**src/rtl/display_scan_ctrl.sv**
```systemverilog
// Time-multiplexed 7-segment scan controller: frame-coherent shadow of the
// displayed digits, per-slot dead-time blanking and leading-zero suppression.
module display_scan_ctrl #(
    parameter int DIGITS   = 4,
    parameter int PRESCALE = 50000,
    parameter int BLANK    = 4
) (
    input  logic                clk,
    input  logic                rst,
    input  logic [4*DIGITS-1:0] digits_in,
    input  logic [DIGITS-1:0]   dp_in,
    input  logic                load,
    input  logic                lz_en,
    output logic [3:0]          bcd,
    output logic [DIGITS-1:0]   an,
    output logic                dp,
    output logic                pending,
    output logic                frame_done
);
    localparam int IW = (DIGITS > 1) ? $clog2(DIGITS) : 1;
    localparam int CW = (PRESCALE > 1) ? $clog2(PRESCALE) : 1;
    localparam logic [IW-1:0] IDX_LAST = IW'(DIGITS - 1);
    localparam logic [CW-1:0] CNT_LAST = CW'(PRESCALE - 1);
    localparam logic [CW-1:0] CNT_SHOW = CW'(BLANK);

    typedef enum logic {
        PH_BLANK,
        PH_SHOW
    } phase_t;

    logic [IW-1:0]       idx_reg;
    logic [IW-1:0]       idx_next;
    logic [CW-1:0]       cnt_reg;
    logic [CW-1:0]       cnt_next;
    logic [4*DIGITS-1:0] shadow_d_reg;
    logic [4*DIGITS-1:0] shadow_d_next;
    logic [DIGITS-1:0]   shadow_p_reg;
    logic [DIGITS-1:0]   shadow_p_next;
    logic [4*DIGITS-1:0] pend_d_reg;
    logic [DIGITS-1:0]   pend_p_reg;

    logic                slot_end;
    logic                frame_end;
    phase_t              phase_next;
    logic [DIGITS-1:0]   zero_from;
    logic                suppressed;
    logic                lit;
    logic [DIGITS-1:0]   an_next;
    logic                dp_next;
    logic                frame_done_next;
    logic [3:0]          dig_next [DIGITS];

    genvar gi;

    assign slot_end  = (cnt_reg == CNT_LAST);
    assign frame_end = slot_end && (idx_reg == IDX_LAST);

    always_comb begin
        cnt_next = slot_end ? '0 : cnt_reg + 1'b1;
        idx_next = idx_reg;
        if (slot_end) begin
            idx_next = (idx_reg == IDX_LAST) ? '0 : idx_reg + 1'b1;
        end
    end

    // A load on the boundary edge is newer than anything pending, so it wins.
    always_comb begin
        shadow_d_next = shadow_d_reg;
        shadow_p_next = shadow_p_reg;
        if (frame_end && load) begin
            shadow_d_next = digits_in;
            shadow_p_next = dp_in;
        end else if (frame_end && pending) begin
            shadow_d_next = pend_d_reg;
            shadow_p_next = pend_p_reg;
        end
    end

    generate
        for (gi = 0; gi < DIGITS; gi++) begin : g_dig
            assign dig_next[gi] = shadow_d_next[4*gi +: 4];
        end
    endgenerate

    // A zero is only "leading" if nothing at or above it is visible, dp included.
    always_comb begin
        logic acc;
        acc       = 1'b1;
        zero_from = '0;
        for (int i = DIGITS - 1; i >= 0; i--) begin
            acc          = acc && (shadow_d_next[4*i +: 4] == 4'd0) && !shadow_p_next[i];
            zero_from[i] = acc;
        end
    end

    always_comb begin
        phase_next      = (cnt_next >= CNT_SHOW) ? PH_SHOW : PH_BLANK;
        suppressed      = lz_en && (idx_next != '0) && zero_from[idx_next];
        lit             = (phase_next == PH_SHOW) && !suppressed;
        dp_next         = lit && shadow_p_next[idx_next];
        frame_done_next = (idx_next == IDX_LAST) && (cnt_next == CNT_LAST);
        an_next         = '1;
        for (int i = 0; i < DIGITS; i++) begin
            an_next[i] = !(lit && (idx_next == IW'(i)));
        end
    end

    always_ff @(posedge clk or posedge rst) begin
        if (rst) begin
            idx_reg      <= '0;
            cnt_reg      <= '0;
            shadow_d_reg <= '0;
            shadow_p_reg <= '0;
            pend_d_reg   <= '0;
            pend_p_reg   <= '0;
            pending      <= 1'b0;
            an           <= '1;
            bcd          <= 4'd0;
            dp           <= 1'b0;
            frame_done   <= 1'b0;
        end else begin
            idx_reg      <= idx_next;
            cnt_reg      <= cnt_next;
            shadow_d_reg <= shadow_d_next;
            shadow_p_reg <= shadow_p_next;
            if (load && !frame_end) begin
                pend_d_reg <= digits_in;
                pend_p_reg <= dp_in;
                pending    <= 1'b1;
            end else if (frame_end) begin
                pending    <= 1'b0;
            end
            an         <= an_next;
            bcd        <= dig_next[idx_next];
            dp         <= dp_next;
            frame_done <= frame_done_next;
        end
    end

endmodule

```
**config.mk**
```make
export PLATFORM = sky130hd
export DESIGN_NAME = display_scan_ctrl
export DESIGN_NICKNAME = d
export VERILOG_FILES = /design/src/rtl/display_scan_ctrl.sv
export SDC_FILE = /design/constraint.sdc
export NUM_CORES = 1
export LEC_CHECK = 0
export CORE_MARGIN = 2
export CORE_UTILIZATION = 47
export CTS_BUF_LIST = sky130_fd_sc_hd__clkbuf_2 sky130_fd_sc_hd__clkbuf_4 sky130_fd_sc_hd__clkbuf_8
export CTS_CLUSTER_DIAMETER = 150
export DETAILED_ROUTE_END_ITERATION = 10
export PLACE_DENSITY = 0.71
export SYNTH_ARGS = -nofsm -noshare
export SYNTH_HDL_FRONTEND = slang
export SYNTH_SLANG_ARGS = --single-unit
export TNS_END_PERCENT = 10
```
**constraint.sdc**
```tcl
create_clock -name clk -period 2.75 [get_ports clk]
set_input_delay 0.275 -clock clk [delete_from_list [all_inputs] [get_ports clk]]
set_output_delay 0.275 -clock clk [all_outputs]
set_load 0.02 [all_outputs]
```
==> run_results.csv <==
group,metric,value,unit
die,dieWidth,88.6,microns
synthesis,syn_area_per_cell,10.4,sq um
layout,drive_gt1_share,31.2,%
synthesis,yosysSeqAreaShare,51.5,%
synthesis,synthesis.nets,351,
sta,slew_viol_final,0,
clock_network,cts_hold_buf,0,
detailed_routing,drc,0,
detailed_routing,ant_nets,0,
critical_path,slowest_stage,"or4b_4",
layout,fin_cells,525,
critical_path,worstRegToRegCells,9,
detailed_routing,routedWlPerCell,16.5,microns
clock_network,clk_pin_slew,0.07,ns
sta,fin_ws,-0.210,ns
detailed_routing,dr.max_layer_used,"met4",
power_and_ir_drop,leakagePower,2.20,nW
synthesis,ys_top_cells_by_area,"dfrtp_1 48%, mux2_2 7.0%, nor2_1 4.9%",
critical_path,cpLargestDelayFamily,"simple AND/OR/NAND/NOR gates",
critical_path,r2r-end,"an[1]",
die,core.rowCount,30,
grt,grt_start_max_net_pins,46,
die,pin_count,35,
clock_network,cts.htree.levels,3,
placement,hpwlAfterDp,6060,microns
synthesis,yosys_warnings,0,
placement,place_inst,494,
detailed_routing,vias_per_cell,5.57,
critical_path,cp-end-kind,"register",
layout,area_growth,37.6,%
synthesis,synth-edff-count,0,
run_status,violations,"negative setup slack",
die,die_height,88.6,microns
layout,final_util,67.3,%
placement,place_congestion,0.894,
hold_path,hp-class,"in2async",
clock_network,root_buffer,"clkbuf_8",
sta,finalCriticalPeriod,2.96,ns
critical_path,r2r-start,"cnt_reg[5]",
detailed_routing,wl_met2,4170,microns
clock_network,insertion_delay,0.34,ns
grt,first_global_vias,2910,
layout,design_area,4630,sq um
clock_network,cts_sinks,69,
critical_path,cp-startpoint,"cnt_reg[5]",
placement,io_buffers,34,
detailed_routing,drt_first_pass_iters,5,
die,core_area,6870,sq um
synthesis,synth_top_cell_area_share,48.4,%
sta,hold_viol_final,0,
sta,fmax,338,MHz
synthesis,yosys-top-cells-count,"65 x dfrtp_1, 44 x nor2_1, 21 x mux2_2",
sta,finalCritPeriodShare,108,%
sta,slew_headroom,64.0,%
synthesis,syn-cell-area,3360,sq um
sta,grt_setup_unrepaired,"yes",
power_and_ir_drop,total_power,2.04,mW
clock_network,cts_tree,"built",
critical_path,worst_path_most_repeated_cell,"or4b_4",
critical_path,crit_type,"reg2reg",
detailed_routing,via_count,2922,
power_and_ir_drop,p_per_area,440,nW/um^2
grt,grt-ovfl-total,0,
detailed_routing,drtIter0Drc,129,
clock_network,cts_buffers,9,
clock_network,cts_max_path_buffers,2,
layout,diodes,0,
critical_path,critPathMaxFanout,5,
run,max_cap_viol_count,0,
die,die_area,7840,sq um
detailed_routing,met3_length,420,microns
grt,antenna_found_initial,0,
placement,place_ws,-0.263,ns
synthesis,synth.most_common_cell,"dfrtp_1",
sta,tightest_slew,0.539,ns
sta,finalSetupViolations,4,
critical_path,worst-path-buf-inv,1,
synthesis,synthDistinctLibCells,58,
critical_path,ff2ff_setup_slack,-0.21,ns
synthesis,synthFlopType,"dfrtp_1",
power_and_ir_drop,ir_drop,295,uV
critical_path,crit_arrival,3.22,ns
synthesis,synth_seq_cells,69,
grt,grt_use_total,23.3,%
placement,place_area,4180,sq um
critical_path,max_stage_delay,0.56,ns
run_status,status,"finished with violations",
detailed_routing,wl_met1,3840,microns
critical_path,crit_required,3.01,ns
sta,skew,0.00665,ns
die,initial_core_util,48.9,%
critical_path,cp-start-kind,"register",
synthesis,synth_cells,324,
synthesis,async_flop_share,100,%
synthesis,yosys.area.top_type,"dfrtp_1",
grt,grt_pass1_wl,13800,microns
detailed_routing,finalWirelength,8650,microns
layout,fin_nets,451,
critical_path,crit_chain,"or4b_4 -> nor3_4 -> buf_6 -> nand4_4 -> o221ai_2 -> nand4_1 -> nor4_4 -> or4b_4 -> o311ai_4",
-- power breakdown --
group	leakage [nW]	internal [mW]	switching, mW
sequential	0.885	1.04	0.0163
combinational	1.20	0.0685	0.0554
clock	0.110	0.470	0.381
total	2.20	1.58	0.453
-- logic make-up after synthesis --
logic type | share of synthesized area [%]
AND/OR/NAND/NOR | 17.8
AO/OA/AOI/OAI | 14.2
flip-flops | 51.5
buffers and inverters | 4.28
multiplexers | 7.63
XOR/XNOR | 3.39
adder cells (fa/ha/maj) | 1.12
-- per-stage QoR --
step | setup TNS, ns | hold slack (ns)
floorplan | -0.252 | 0.426
global placement | -0.194 | 0.489
detailed placement | -0.392 | 0.494
CTS | -0.353 | 0.299
global route | -0.856 | 0.333
finish | -0.318 | 0.295
-- repair_timing --
action | 4_1_cts | 5_1_grt
gates cloned | 0 | 1
pin swaps | 4 | 10
endpoints found under the setup margin | 4 | 9
resized for setup | 8 | 12
setup buffers | 3 | 11
-- cell usage in the layout, fill, tap and decap left out, types with 7 or more instances in the layout --
cell type / instances
dfrtp_1: 65
buf_4: 65
nor2_1: 44
clkdlybuf4s50_1: 34
mux2_2: 21
inv_1: 17
o22ai_1: 17
nand2_1: 15
a21oi_1: 13
clkbuf_8: 11
a31oi_1: 10
o21ai_0: 9
nor3_1: 7
xor2_1: 7
-- layer usage --
layer	vias to the layer above	global-route usage, %
met4	0	10.2
met3	19	3.54
met5	-	0
li1	1378	-
met1	1423	31.2
met2	102	37.7
-- how the worst max path moves through the flow --
stage | to | cells past startpoint
2_1_floorplan | an[1] | 8
3_3_place_gp | an[1] | 8
3_5_place_dp | an[1] | 8
4_1_cts | an[1] | 8
5_1_grt | an[1] | 9
6_report | an[1] | 9
-- area by class of cell --
| type | count | area [sq um] |
|---|---|---|
| fillers | 544 | 2240 |
| flip-flops and latches | 69 | 1730 |
| multi-input cells | 223 | 1610 |
| repair buffers | 103 | 891 |
| clock buffers | 11 | 151 |
| well taps | 96 | 120 |
| inverters | 18 | 67.6 |
| clock inverters | 5 | 57.6 |
Note: power is estimated with default switching activity, not from simulation.
